### config.mk
export PLATFORM = sky130hd
export DESIGN_NAME = cx_req_arbiter_flat
export DESIGN_NICKNAME = d
export VERILOG_FILES = /design/src/rtl/cx_pkg.sv /design/src/rtl/cx_req_arbiter_if.sv /design/src/rtl/rr_picker.sv /design/src/rtl/cx_req_arbiter.sv /design/src/flat_wrapper.sv
export SDC_FILE = /design/constraint.sdc
export NUM_CORES = 1
export LEC_CHECK = 0
export BUFFER_PORTS_ARGS = -buffer_cell sky130_fd_sc_hd__buf_4
export CAP_MARGIN = 20
export CORE_MARGIN = 8
export CORE_UTILIZATION = 45
export CTS_CLUSTER_SIZE = 8
export DETAILED_ROUTE_END_ITERATION = 8
export GPL_TIMING_DRIVEN = 0
export HOLD_SLACK_MARGIN = 0.15
export PLACE_DENSITY_LB_ADDON = 0.2
export SYNTH_ARGS = -nofsm -noshare
export SYNTH_HDL_FRONTEND = slang
export SYNTH_SLANG_ARGS = --single-unit
### constraint.sdc
create_clock -name clk -period 2.3 [get_ports clk]
set_input_delay 0.46 -clock clk [delete_from_list [all_inputs] [get_ports clk]]
set_output_delay 0.46 -clock clk [all_outputs]
set_load 0.005 [all_outputs]
### src/rtl/cx_pkg.sv
// Shared types and constants for the CX request arbiter.
package cx_pkg;

  localparam int unsigned CX_ID_W     = 2;
  localparam int unsigned CX_DATA_W   = 32;
  localparam int unsigned CX_STATUS_W = 4;

  localparam logic [CX_STATUS_W-1:0] CX_STATUS_BAD_CXU = 4'hE;
  localparam logic [CX_STATUS_W-1:0] CX_STATUS_TIMEOUT = 4'hF;

  typedef enum logic [2:0] {
    IDLE,
    ISSUE,
    WAIT_RESP,
    DELIVER,
    ERR_RESP,
    DRAIN
  } arb_state_e;

endpackage

### src/rtl/cx_req_arbiter_if.sv
// Requester-side and switch-side CX signals; slave is the arbiter's view,
// master the view of the requesters and switch around it.
interface cx_req_arbiter_if #(
  parameter int unsigned N_REQ = 2
) ();
  import cx_pkg::*;

  logic [N_REQ-1:0]             req_valid;
  logic [N_REQ-1:0]             req_ready;
  logic [CX_ID_W*N_REQ-1:0]     req_cxu_id;
  logic [CX_ID_W*N_REQ-1:0]     req_state_id;
  logic [CX_DATA_W*N_REQ-1:0]   req_data0;
  logic [CX_DATA_W*N_REQ-1:0]   req_data1;
  logic [N_REQ-1:0]             resp_valid;
  logic [N_REQ-1:0]             resp_ready;
  logic [CX_STATUS_W-1:0]       resp_status;
  logic [CX_DATA_W-1:0]         resp_data;

  logic                         cx_req_valid;
  logic                         cx_req_ready;
  logic [CX_ID_W-1:0]           cx_cxu_id;
  logic [CX_ID_W-1:0]           cx_state_id;
  logic [CX_DATA_W-1:0]         cx_req_data0;
  logic [CX_DATA_W-1:0]         cx_req_data1;
  logic                         cx_resp_valid;
  logic                         cx_resp_ready;
  logic [CX_STATUS_W-1:0]       cx_resp_status;
  logic [CX_DATA_W-1:0]         cx_resp_data;

  modport slave (
    input  req_valid, req_cxu_id, req_state_id, req_data0, req_data1, resp_ready,
    input  cx_req_ready, cx_resp_valid, cx_resp_status, cx_resp_data,
    output req_ready, resp_valid, resp_status, resp_data,
    output cx_req_valid, cx_cxu_id, cx_state_id, cx_req_data0, cx_req_data1, cx_resp_ready
  );

  modport master (
    output req_valid, req_cxu_id, req_state_id, req_data0, req_data1, resp_ready,
    output cx_req_ready, cx_resp_valid, cx_resp_status, cx_resp_data,
    input  req_ready, resp_valid, resp_status, resp_data,
    input  cx_req_valid, cx_cxu_id, cx_state_id, cx_req_data0, cx_req_data1, cx_resp_ready
  );

endinterface

### src/rtl/rr_picker.sv
// Combinational round-robin search: first set request starting at ptr_i, wrapping.
module rr_picker #(
  parameter int unsigned N_REQ = 2,
  parameter int unsigned PtrW  = (N_REQ > 1) ? $clog2(N_REQ) : 1
) (
  input  logic [N_REQ-1:0] req_i,
  input  logic [PtrW-1:0]  ptr_i,
  output logic             found_o,
  output logic [PtrW-1:0]  winner_o
);

  logic            found_c;
  logic [PtrW-1:0] winner_c;

  // Outer loop walks priority order; inner loop keeps every bit select constant.
  always_comb begin
    found_c  = 1'b0;
    winner_c = '0;
    for (int unsigned i = 0; i < N_REQ; i++) begin
      for (int unsigned j = 0; j < N_REQ; j++) begin
        if (!found_c && req_i[j] && (j == (32'(ptr_i) + i) % N_REQ)) begin
          found_c  = 1'b1;
          winner_c = PtrW'(j);
        end
      end
    end
  end

  assign found_o  = found_c;
  assign winner_o = winner_c;

endmodule

### src/rtl/cx_req_arbiter.sv
// Round-robin sharing of one CX request/response channel between N_REQ requesters,
// with local bad-ID rejection and a bounded response wait followed by a drain.
module cx_req_arbiter
  import cx_pkg::*;
#(
  parameter int unsigned N_REQ          = 2,
  parameter int unsigned N_CXU          = 4,
  parameter int unsigned TIMEOUT_CYCLES = 255
) (
  input  logic                clk,
  input  logic                rst,
  cx_req_arbiter_if.slave     bus,
  output logic                busy,
  output logic                err_timeout
);

  localparam int unsigned PtrW   = (N_REQ > 1) ? $clog2(N_REQ) : 1;
  localparam int unsigned TimerW = (TIMEOUT_CYCLES > 0) ? $clog2(TIMEOUT_CYCLES + 1) : 1;
  localparam logic [TimerW-1:0] TimerLast =
      TimerW'((TIMEOUT_CYCLES > 0) ? TIMEOUT_CYCLES - 1 : 0);
  localparam logic [PtrW-1:0] PtrLast = PtrW'(N_REQ - 1);

  arb_state_e             state_q, state_d;
  logic [PtrW-1:0]        rr_ptr_q, rr_ptr_d;
  logic [PtrW-1:0]        grant_q, grant_d;
  logic [TimerW-1:0]      timer_q, timer_d;
  logic [CX_ID_W-1:0]     cxu_id_q, cxu_id_d;
  logic [CX_ID_W-1:0]     state_id_q, state_id_d;
  logic [CX_DATA_W-1:0]   data0_q, data0_d;
  logic [CX_DATA_W-1:0]   data1_q, data1_d;
  logic [CX_STATUS_W-1:0] status_q, status_d;
  logic [CX_DATA_W-1:0]   rdata_q, rdata_d;
  logic                   timed_out_q, timed_out_d;

  logic                   pick_found;
  logic [PtrW-1:0]        pick_idx;
  logic [N_REQ-1:0]       grant_oh;
  logic [N_REQ-1:0]       req_ready_c;
  logic [N_REQ-1:0]       resp_valid_c;
  logic [CX_STATUS_W-1:0] resp_status_c;
  logic [CX_DATA_W-1:0]   resp_data_c;
  logic                   cx_req_valid_c;
  logic                   cx_resp_ready_c;
  logic                   err_timeout_c;

  rr_picker #(
    .N_REQ (N_REQ),
    .PtrW  (PtrW)
  ) u_picker (
    .req_i    (bus.req_valid),
    .ptr_i    (rr_ptr_q),
    .found_o  (pick_found),
    .winner_o (pick_idx)
  );

  always_comb begin
    grant_oh = '0;
    for (int unsigned j = 0; j < N_REQ; j++) begin
      grant_oh[j] = (PtrW'(j) == grant_q);
    end
  end

  always_comb begin
    state_d         = state_q;
    rr_ptr_d        = rr_ptr_q;
    grant_d         = grant_q;
    timer_d         = timer_q;
    cxu_id_d        = cxu_id_q;
    state_id_d      = state_id_q;
    data0_d         = data0_q;
    data1_d         = data1_q;
    status_d        = status_q;
    rdata_d         = rdata_q;
    timed_out_d     = timed_out_q;
    req_ready_c     = '0;
    resp_valid_c    = '0;
    resp_status_c   = '0;
    resp_data_c     = '0;
    cx_req_valid_c  = 1'b0;
    cx_resp_ready_c = 1'b0;
    err_timeout_c   = 1'b0;

    unique case (state_q)
      IDLE: begin
        if (pick_found) begin
          for (int unsigned j = 0; j < N_REQ; j++) begin
            if (PtrW'(j) == pick_idx) begin
              req_ready_c[j] = 1'b1;
              cxu_id_d       = bus.req_cxu_id[CX_ID_W*j +: CX_ID_W];
              state_id_d     = bus.req_state_id[CX_ID_W*j +: CX_ID_W];
              data0_d        = bus.req_data0[CX_DATA_W*j +: CX_DATA_W];
              data1_d        = bus.req_data1[CX_DATA_W*j +: CX_DATA_W];
            end
          end
          grant_d     = pick_idx;
          rr_ptr_d    = (pick_idx == PtrLast) ? '0 : pick_idx + 1'b1;
          timed_out_d = 1'b0;
          if (32'(cxu_id_d) >= N_CXU) begin
            state_d  = ERR_RESP;
            status_d = CX_STATUS_BAD_CXU;
            rdata_d  = '0;
          end else begin
            state_d = ISSUE;
          end
        end
      end
      ISSUE: begin
        cx_req_valid_c = 1'b1;
        if (bus.cx_req_ready) begin
          state_d = WAIT_RESP;
          timer_d = '0;
        end
      end
      WAIT_RESP: begin
        cx_resp_ready_c = 1'b1;
        if (timer_q != '1) begin
          timer_d = timer_q + 1'b1;
        end
        // A response in the expiry cycle takes precedence over the timeout.
        if (bus.cx_resp_valid) begin
          state_d  = DELIVER;
          status_d = bus.cx_resp_status;
          rdata_d  = bus.cx_resp_data;
        end else if ((TIMEOUT_CYCLES != 0) && (timer_q == TimerLast)) begin
          state_d       = ERR_RESP;
          status_d      = CX_STATUS_TIMEOUT;
          rdata_d       = '0;
          timed_out_d   = 1'b1;
          err_timeout_c = 1'b1;
        end
      end
      DELIVER, ERR_RESP: begin
        resp_valid_c  = grant_oh;
        resp_status_c = status_q;
        resp_data_c   = rdata_q;
        if (|(bus.resp_ready & grant_oh)) begin
          state_d = (state_q == ERR_RESP && timed_out_q) ? DRAIN : IDLE;
        end
      end
      DRAIN: begin
        cx_resp_ready_c = 1'b1;
        if (bus.cx_resp_valid) begin
          state_d = IDLE;
        end
      end
      default: state_d = IDLE;
    endcase
  end

  always_ff @(posedge clk or negedge rst) begin
    if (!rst) begin
      state_q     <= IDLE;
      rr_ptr_q    <= '0;
      grant_q     <= '0;
      timer_q     <= '0;
      cxu_id_q    <= '0;
      state_id_q  <= '0;
      data0_q     <= '0;
      data1_q     <= '0;
      status_q    <= '0;
      rdata_q     <= '0;
      timed_out_q <= 1'b0;
    end else begin
      state_q     <= state_d;
      rr_ptr_q    <= rr_ptr_d;
      grant_q     <= grant_d;
      timer_q     <= timer_d;
      cxu_id_q    <= cxu_id_d;
      state_id_q  <= state_id_d;
      data0_q     <= data0_d;
      data1_q     <= data1_d;
      status_q    <= status_d;
      rdata_q     <= rdata_d;
      timed_out_q <= timed_out_d;
    end
  end

  assign bus.req_ready     = req_ready_c;
  assign bus.resp_valid    = resp_valid_c;
  assign bus.resp_status   = resp_status_c;
  assign bus.resp_data     = resp_data_c;
  assign bus.cx_req_valid  = cx_req_valid_c;
  assign bus.cx_cxu_id     = cxu_id_q;
  assign bus.cx_state_id   = state_id_q;
  assign bus.cx_req_data0  = data0_q;
  assign bus.cx_req_data1  = data1_q;
  assign bus.cx_resp_ready = cx_resp_ready_c;
  assign busy              = (state_q != IDLE);
  assign err_timeout       = err_timeout_c;

endmodule

### src/flat_wrapper.sv
// flat-port wrapper written by rule: the top's interface ports become plain ports
module cx_req_arbiter_flat import cx_pkg::*;
#(
  parameter int unsigned N_REQ          = 2,
  parameter int unsigned N_CXU          = 4,
  parameter int unsigned TIMEOUT_CYCLES = 255
)
  (clk, rst, busy, err_timeout, bus_req_valid, bus_req_cxu_id, bus_req_state_id, bus_req_data0, bus_req_data1, bus_resp_ready, bus_cx_req_ready, bus_cx_resp_valid, bus_cx_resp_status, bus_cx_resp_data, bus_req_ready, bus_resp_valid, bus_resp_status, bus_resp_data, bus_cx_req_valid, bus_cx_cxu_id, bus_cx_state_id, bus_cx_req_data0, bus_cx_req_data1, bus_cx_resp_ready);
  cx_req_arbiter_if #(.N_REQ(N_REQ)) bus_i ();
  input  logic clk;
  input  logic rst;
  output logic busy;
  output logic err_timeout;
  input wire logic [$bits(bus_i.req_valid)-1:0] bus_req_valid;
  input wire logic [$bits(bus_i.req_cxu_id)-1:0] bus_req_cxu_id;
  input wire logic [$bits(bus_i.req_state_id)-1:0] bus_req_state_id;
  input wire logic [$bits(bus_i.req_data0)-1:0] bus_req_data0;
  input wire logic [$bits(bus_i.req_data1)-1:0] bus_req_data1;
  input wire logic [$bits(bus_i.resp_ready)-1:0] bus_resp_ready;
  input wire logic [$bits(bus_i.cx_req_ready)-1:0] bus_cx_req_ready;
  input wire logic [$bits(bus_i.cx_resp_valid)-1:0] bus_cx_resp_valid;
  input wire logic [$bits(bus_i.cx_resp_status)-1:0] bus_cx_resp_status;
  input wire logic [$bits(bus_i.cx_resp_data)-1:0] bus_cx_resp_data;
  output wire logic [$bits(bus_i.req_ready)-1:0] bus_req_ready;
  output wire logic [$bits(bus_i.resp_valid)-1:0] bus_resp_valid;
  output wire logic [$bits(bus_i.resp_status)-1:0] bus_resp_status;
  output wire logic [$bits(bus_i.resp_data)-1:0] bus_resp_data;
  output wire logic [$bits(bus_i.cx_req_valid)-1:0] bus_cx_req_valid;
  output wire logic [$bits(bus_i.cx_cxu_id)-1:0] bus_cx_cxu_id;
  output wire logic [$bits(bus_i.cx_state_id)-1:0] bus_cx_state_id;
  output wire logic [$bits(bus_i.cx_req_data0)-1:0] bus_cx_req_data0;
  output wire logic [$bits(bus_i.cx_req_data1)-1:0] bus_cx_req_data1;
  output wire logic [$bits(bus_i.cx_resp_ready)-1:0] bus_cx_resp_ready;
  assign bus_i.req_valid = bus_req_valid;
  assign bus_i.req_cxu_id = bus_req_cxu_id;
  assign bus_i.req_state_id = bus_req_state_id;
  assign bus_i.req_data0 = bus_req_data0;
  assign bus_i.req_data1 = bus_req_data1;
  assign bus_i.resp_ready = bus_resp_ready;
  assign bus_i.cx_req_ready = bus_cx_req_ready;
  assign bus_i.cx_resp_valid = bus_cx_resp_valid;
  assign bus_i.cx_resp_status = bus_cx_resp_status;
  assign bus_i.cx_resp_data = bus_cx_resp_data;
  assign bus_req_ready = bus_i.req_ready;
  assign bus_resp_valid = bus_i.resp_valid;
  assign bus_resp_status = bus_i.resp_status;
  assign bus_resp_data = bus_i.resp_data;
  assign bus_cx_req_valid = bus_i.cx_req_valid;
  assign bus_cx_cxu_id = bus_i.cx_cxu_id;
  assign bus_cx_state_id = bus_i.cx_state_id;
  assign bus_cx_req_data0 = bus_i.cx_req_data0;
  assign bus_cx_req_data1 = bus_i.cx_req_data1;
  assign bus_cx_resp_ready = bus_i.cx_resp_ready;
  cx_req_arbiter #(.N_REQ(N_REQ), .N_CXU(N_CXU), .TIMEOUT_CYCLES(TIMEOUT_CYCLES)) u_core (.clk(clk), .rst(rst), .bus(bus_i), .busy(busy), .err_timeout(err_timeout));
endmodule
==> results of run 1 <==
## critical path: cells and delay by family (launching register included)
family | cells | cell delay [ps]
buf+inv | 3 | 340
flops | 1 | 380
simple gates | 3 | 710
## power by group
part / internal, uW / switching (uW)
logic: 2530 / 2030
registers: 3010 / 587
clock network: 1600 / 888
## synth_stat cells (all sizes together)
library cell	instances	area share
dfrtp	118	0.54
nand2	59	0.041
o21ai	54	0.050
mux2i	52	0.096
and2	38	0.044
a22o	32	0.052
clkbuf	26	0.018
and3	21	0.024
a221o	19	0.035
buf	11	0.011
nor2	10	0.0074
inv	7	0.0048
a21oi	6	0.0055
nand3	6	0.0055
nor3	4	0.0037
o22a	4	0.0064
a21o	3	0.0041
nand3b	3	0.0041
or3	3	0.0035
a2111oi	2	0.0044
ha	2	0.0046
nor2b	2	0.0023
o211ai	2	0.0028
o21bai	2	0.0028
or2	2	0.0023
or3b	2	0.0037
a211o	1	0.0016
a221oi	1	0.0016
a31oi	1	0.0012
mux2	1	0.0021
nor3b	1	0.0014
nor4	1	0.0012
nor4b	1	0.0016
o21a	1	0.0014
o31ai	1	0.0014
o32ai	1	0.0016
or4	1	0.0014
xnor2	1	0.0016
xor2	1	0.0016
## metrics by stage
stage          power, uW  hold slack, ps  cells  cell area, um^2
4_1_cts            10600             263    988             8870
2_1_floorplan       5320             164    503             5440
3_5_place_dp        7530             412    941             7830
6_report           10600             279    994             8970
3_3_place_gp        7370             461    940             7800
5_1_grt            11300             263    994             8970
## registers in the layout, indices dropped and copies added (netlist names)
name                     cells
u_core.timer_q               8
u_core.bus.cx_req_data1     32
u_core.grant_q               1
u_core.timed_out_q           1
u_core.rdata_q              32
u_core.rr_ptr_q              1
u_core.state_q               3
u_core.bus.cx_state_id       2
u_core.status_q              4
u_core.bus.cx_req_data0     32
u_core.bus.cx_cxu_id         2
## routing by layer
layer	vias up	share of wire	routed length [um]	global-route usage
li1	2473	-	-	-
met1	2588	0.39	7700	0.272
met2	262	0.50	10100	0.419
met3	34	0.083	1660	0.0869
met4	0	0.027	536	0.105
met5	-	0	0	0
## logic make-up (layout without fill, tap and decap cells)
| kind of cell | count (synthesis) | count (layout) | share of synthesized area |
|---|---|---|---|
| buffers and inverters | 44 | 387 | 0.0340 |
| xor gates and xnor gates | 2 | 2 | 0.00322 |
| and+or+nand+nor | 154 | 155 | 0.147 |
| AOI/OAI and AO/OA | 130 | 130 | 0.171 |
| adders and majority gates | 2 | 2 | 0.00460 |
| muxes | 53 | 53 | 0.0978 |
| DFF | 118 | 118 | 0.543 |
## timing repair
| item | in CTS | in global routing |
|---|---|---|
| resized for setup | 104 | 26 |
| endpoints found under the hold margin | 44 | 0 |
| setup buffers | 10 | 8 |
| cloned | 4 | 0 |
| pin swaps | 36 | 12 |
| endpoints found under the setup margin | 40 | 51 |
| hold buffers | 1 | 0 |
## layout make-up
type / count / area [um^2]
flip-flops and latches: 118 / 2960
fillers: 807 / 2940
repair buffers: 313 / 2550
multi-input cells: 342 / 2490
clock buffers: 20 / 447
plain buffers: 35 / 211
well taps: 147 / 184
clock inverters: 12 / 110
inverters: 7 / 26.3
## worst max path at each step
stage                                 start                end  slack (ps)  depth (start not counted)
after floorplan           u_core.state_q[2]   bus_req_ready[1]         290                          5
after global routing      u_core.state_q[1]  bus_resp_data[14]         -60                          6
final                     u_core.state_q[0]  bus_resp_data[14]         0.5                          6
after detailed placement   bus_req_valid[0]   bus_req_ready[0]        -270                          7
after CTS                 u_core.state_q[0]   bus_req_ready[1]         -80                          6
after global placement     bus_req_valid[0]   bus_req_ready[0]        -250                          7
==> summary.txt, run 1 <==
outcome - finished clean
Total Routing Usage GR - 0.246
hold_sp - bus_req_data0[32]
fin. max-slew vios - 0
Clock transition at path regs - 50 ps
core footprint - 11900 um^2
CP arrival - 1840 ps
synth unique cells - 44
Mapped Cells - 503
post-synthesis area per instance - 10.8 um^2
clk_lat worst skew - 410 ps
crit end category - primary output
initial antenna violation count - 0
die footprint - 15900 um^2
Static Leak - 0.00471 uW
WP data required - 1840 ps
commonest cells after routing, fill and taps aside - buf_4, dfrtp_1, nand2_1
vias in the first global route - 5732
CP max stage delay - 430 ps
Buffers on Ports - 290
worst flop-to-flop path endpoint - u_core.rdata_q[28]
CTS tree - built
Tmin final - 2300 ps
via density per instance - 5.39
Setup TNS - 0 ps
H-tree Lvls - 4
GPL Wtd Cong - 0.810
drt pass-1 iters - 4
# setup viols final - 0
drt first-iter violations - 357
WL final - 20000 um
Rows - 40
final routed DRC violation total - 0
Ys Warns - 0
crit share post-route - 1.00
Starting Density - 0.457
post-detail-place hpwl - 14900 um
fin nets - 1016
Worst Path Max Fanout - 8
largest net degree at the start of global routing - 75
Syn-to-layout area delta - 65.0%
chip width - 126 um
final core occ - 0.753
PwrDens - 1190 nW/um^2
Hold Crit Endpoint - u_core.bus.cx_req_data0[0]
Startpoint Class - flip-flop
CP max-delay cell - or3b_4
HP Class - primary input to flip-flop
Root Buffer Master - clkbuf_16
Setup CP Type - flip-flop to primary output
antenna-violating nets left - 0
Peak VDD IR - 547 uV
max cap viols - 0
worst r2r src - u_core.state_q[0]
share of cells above drive strength 1 - 0.483
post-synthesis sequential area ratio - 0.543
first-pass GRT wire length - 30500 um
mapped cell area - 5440 um^2
wire length per cell - 20.1 um
grt total ovfl - 0
via count - 5357
diodes inserted - 0
Worst-Margin Slew - 654 ps
CTS sink cnt - 118
Fmax - 435 MHz
worst setup margin - 0.522 ps
Max Buffers Root-to-Sink - 2
pre-CTS setup slack - -274 ps
cell mode on critical path - buf_6
register bit total from synthesis - 118
critical path, cell by cell - buf_6, or3b_4, nand2_8, buf_8, and2_4, buf_6
CTS Buf Count - 17
r2r setup slk - 120 ps
Chip Height - 126 um
Worst Hold Path Cells - 2
Hold Violations, Final - 0
Slew HR - 0.564
r2r worst-path depth - 6
worst clock skew - 6.93 ps
RSZ-0062 raised after global routing - yes
most common cell after layout, fill and taps aside - buf_4
io pins - 292
syn_nets - 685
(Power assumes the default switching activity.)
==> run 2, diff against run 1 <==
--- a/config.mk
+++ b/config.mk
@@ -8,4 +8,5 @@
 export BUFFER_PORTS_ARGS = -buffer_cell sky130_fd_sc_hd__buf_4
 export CAP_MARGIN = 20
+export CORE_ASPECT_RATIO = 1.75
 export CORE_MARGIN = 8
 export CORE_UTILIZATION = 45
==> constraint.sdc (replaced) <==
create_clock -name clk -period 2.3 [get_ports clk]
set_input_delay 0.345 -clock clk [delete_from_list [all_inputs] [get_ports clk]]
set_output_delay 0.345 -clock clk [all_outputs]
set_load 0.005 [all_outputs]
==> summary.txt, run 2 (same netlist as run 1, synthesis figures left out) <==
Worst-Margin Slew - 720 ps (+66.5 ps)
via count - 5272 (-1.6%)
vias in the first global route - 5882 (+2.6%)
worst flop-to-flop path endpoint - u_core.rdata_q[28]
final routed DRC violation total - 0 (unchanged)
Root Buffer Master - clkbuf_16
antenna-violating nets left - 0 (unchanged)
r2r setup slk - 240 ps (+120 ps)
grt total ovfl - 0 (unchanged)
worst r2r src - u_core.state_q[2]
clk_lat worst skew - 410 ps (about the same)
wire length per cell - 19.5 um (-2.9%)
max cap viols - 0 (unchanged)
r2r worst-path depth - 5 (-1)
core footprint - 11900 um^2 (+0.21%)
Buffers on Ports - 290 (unchanged)
Worst Setup SP - u_core.state_q[0]
share of cells above drive strength 1 - 0.432 (-0.0506)
CTS sink cnt - 118 (unchanged)
# setup viols final - 0 (unchanged)
io pins - 292 (unchanged)
Max Buffers Root-to-Sink - 2 (unchanged)
PwrDens - 1210 nW/um^2 (+2.0%)
most common cell after layout, fill and taps aside - buf_4
Startpoint Class - flip-flop
Worst Hold Path Cells - 2 (unchanged)
CP max-delay cell - or3b_4
Total Routing Usage GR - 0.240 (-0.00584)
die footprint - 16000 um^2 (+0.87%)
Final Non-Filler Cells - 979 (-1.5%)
commonest cells after routing, fill and taps aside - buf_4, dfrtp_1, nand2_1
Setup TNS - 0 ps (unchanged)
worst setup margin - 83.3 ps (+82.8 ps)
Peak VDD IR - 755 uV (+38%)
Syn-to-layout area delta - 59.2%
Starting Density - 0.456 (-0.000957)
WP data required - 1960 ps (+120 ps)
fin. max-slew vios - 0 (unchanged)
via density per instance - 5.39 (about the same)
crit share post-route - 0.964 (-0.0360)
CTS Buf Count - 17 (unchanged)
Slew HR - 0.520 (-0.0443)
worst clock skew - 10.6 ps (+3.70 ps)
Chip Height - 161 um (+28%)
Hold Slack - 164 ps (-115 ps)
Fmax - 451 MHz (+3.7%)
hold_sp - bus_req_data0[32]
chip width - 99.1 um (-21%)
Hold Crit Endpoint - u_core.bus.cx_req_data0[0]
outcome - finished clean
fin nets - 1011 (-0.49%)
first-pass GRT wire length - 30200 um (-0.93%)
dpl cells - 931 (-1.1%)
Hold Violations, Final - 0 (unchanged)
H-tree Lvls - 4 (unchanged)
Clock transition at path regs - 60 ps (about the same)
critical path, cell by cell - buf_6, or3b_4, nand2_4, clkbuf_8, and2_1, buf_4
Rows - 53 (+33%)
crit end category - primary output
drt first-iter violations - 158 (-56%)
drt pass-1 iters - 4 (unchanged)
HP Class - primary input to flip-flop
Static Leak - 0.00457 uW (-2.8%)
Setup CP Type - flip-flop to primary output
pre-CTS setup slack - -35.9 ps (+238 ps)
CTS tree - built
GPL Wtd Cong - 0.894 (+10%)
Tmin final - 2220 ps (-82.8 ps)
Worst Path Max Fanout - 10 (+2)
CP arrival - 1870 ps (+30 ps)
WL final - 19100 um (-4.4%)
largest net degree at the start of global routing - 70 (-6.7%)
post-detail-place hpwl - 15100 um (+1.6%)
diodes inserted - 0 (unchanged)
initial antenna violation count - 0 (unchanged)
CP max stage delay - 400 ps (-30 ps)
total power - 10500 uW (-1.6%)
-- run 2: changes by cell type in the layout (fill, tap and decap cells not counted), moves of 3 or more --
cell,change
clkinvlp_4,+3
buf_8,-8
buf_6,-40
clkinv_2,-6
and2_4,-35
and2_1,+35
buf_4,+39
-- run 2: worst max path at each step --
stage,to,cells after the start
after floorplan,bus_req_ready[1],5
after global placement,bus_req_ready[0],7
after detailed placement,bus_req_ready[0],7
after CTS,bus_req_ready[1],6
after global routing,err_timeout,6
final,bus_resp_data[29],6
-- run 2: area by class of cell --
type	instances	area, um^2
plain buffers	36	186
clock buffers	19	443
inverters	7	26.3
repair buffers	308	2340
multi-input cells	341	2360
well taps	137	171
flip-flops and latches	118	2950
fillers	894	3280
clock inverters	13	180
-- run 2: report_power, final --
| group | switching (uW) | internal [uW] |
|---|---|---|
| logic | 1880 | 2230 |
| registers | 574 | 3010 |
| clock network | 943 | 1830 |
-- run 2: critical path, delay by kind of cell, from the launching register on --
family                 cells  cell delay [ps]
buffers and inverters      3              420
DFF                        1              390
and+or+nand+nor            3              650
-- run 2: routing by layer --
metal	up-vias	track usage	wire length [um]
li1	2469	-	-
met2	239	0.434	10300
met5	-	0	0
met1	2525	0.229	6460
met3	39	0.107	1760
met4	0	0.0935	580
-- run 2: stage by stage --
step                      instance area, um^2   util
after floorplan                          5440      -
after global placement                   7790  0.652
after detailed placement                 7820  0.655
after CTS                                8570  0.718
after global routing                     8660  0.726
final                                    8660  0.726
-- run 2: timing repair --
item                       in CTS  in global routing
hold buffers                    2                  1
pin swaps                       1                  5
setup endpoints to repair      34                 37
resized for setup              23                 11
buffers inserted                4                 10
hold endpoints to repair       50                  1
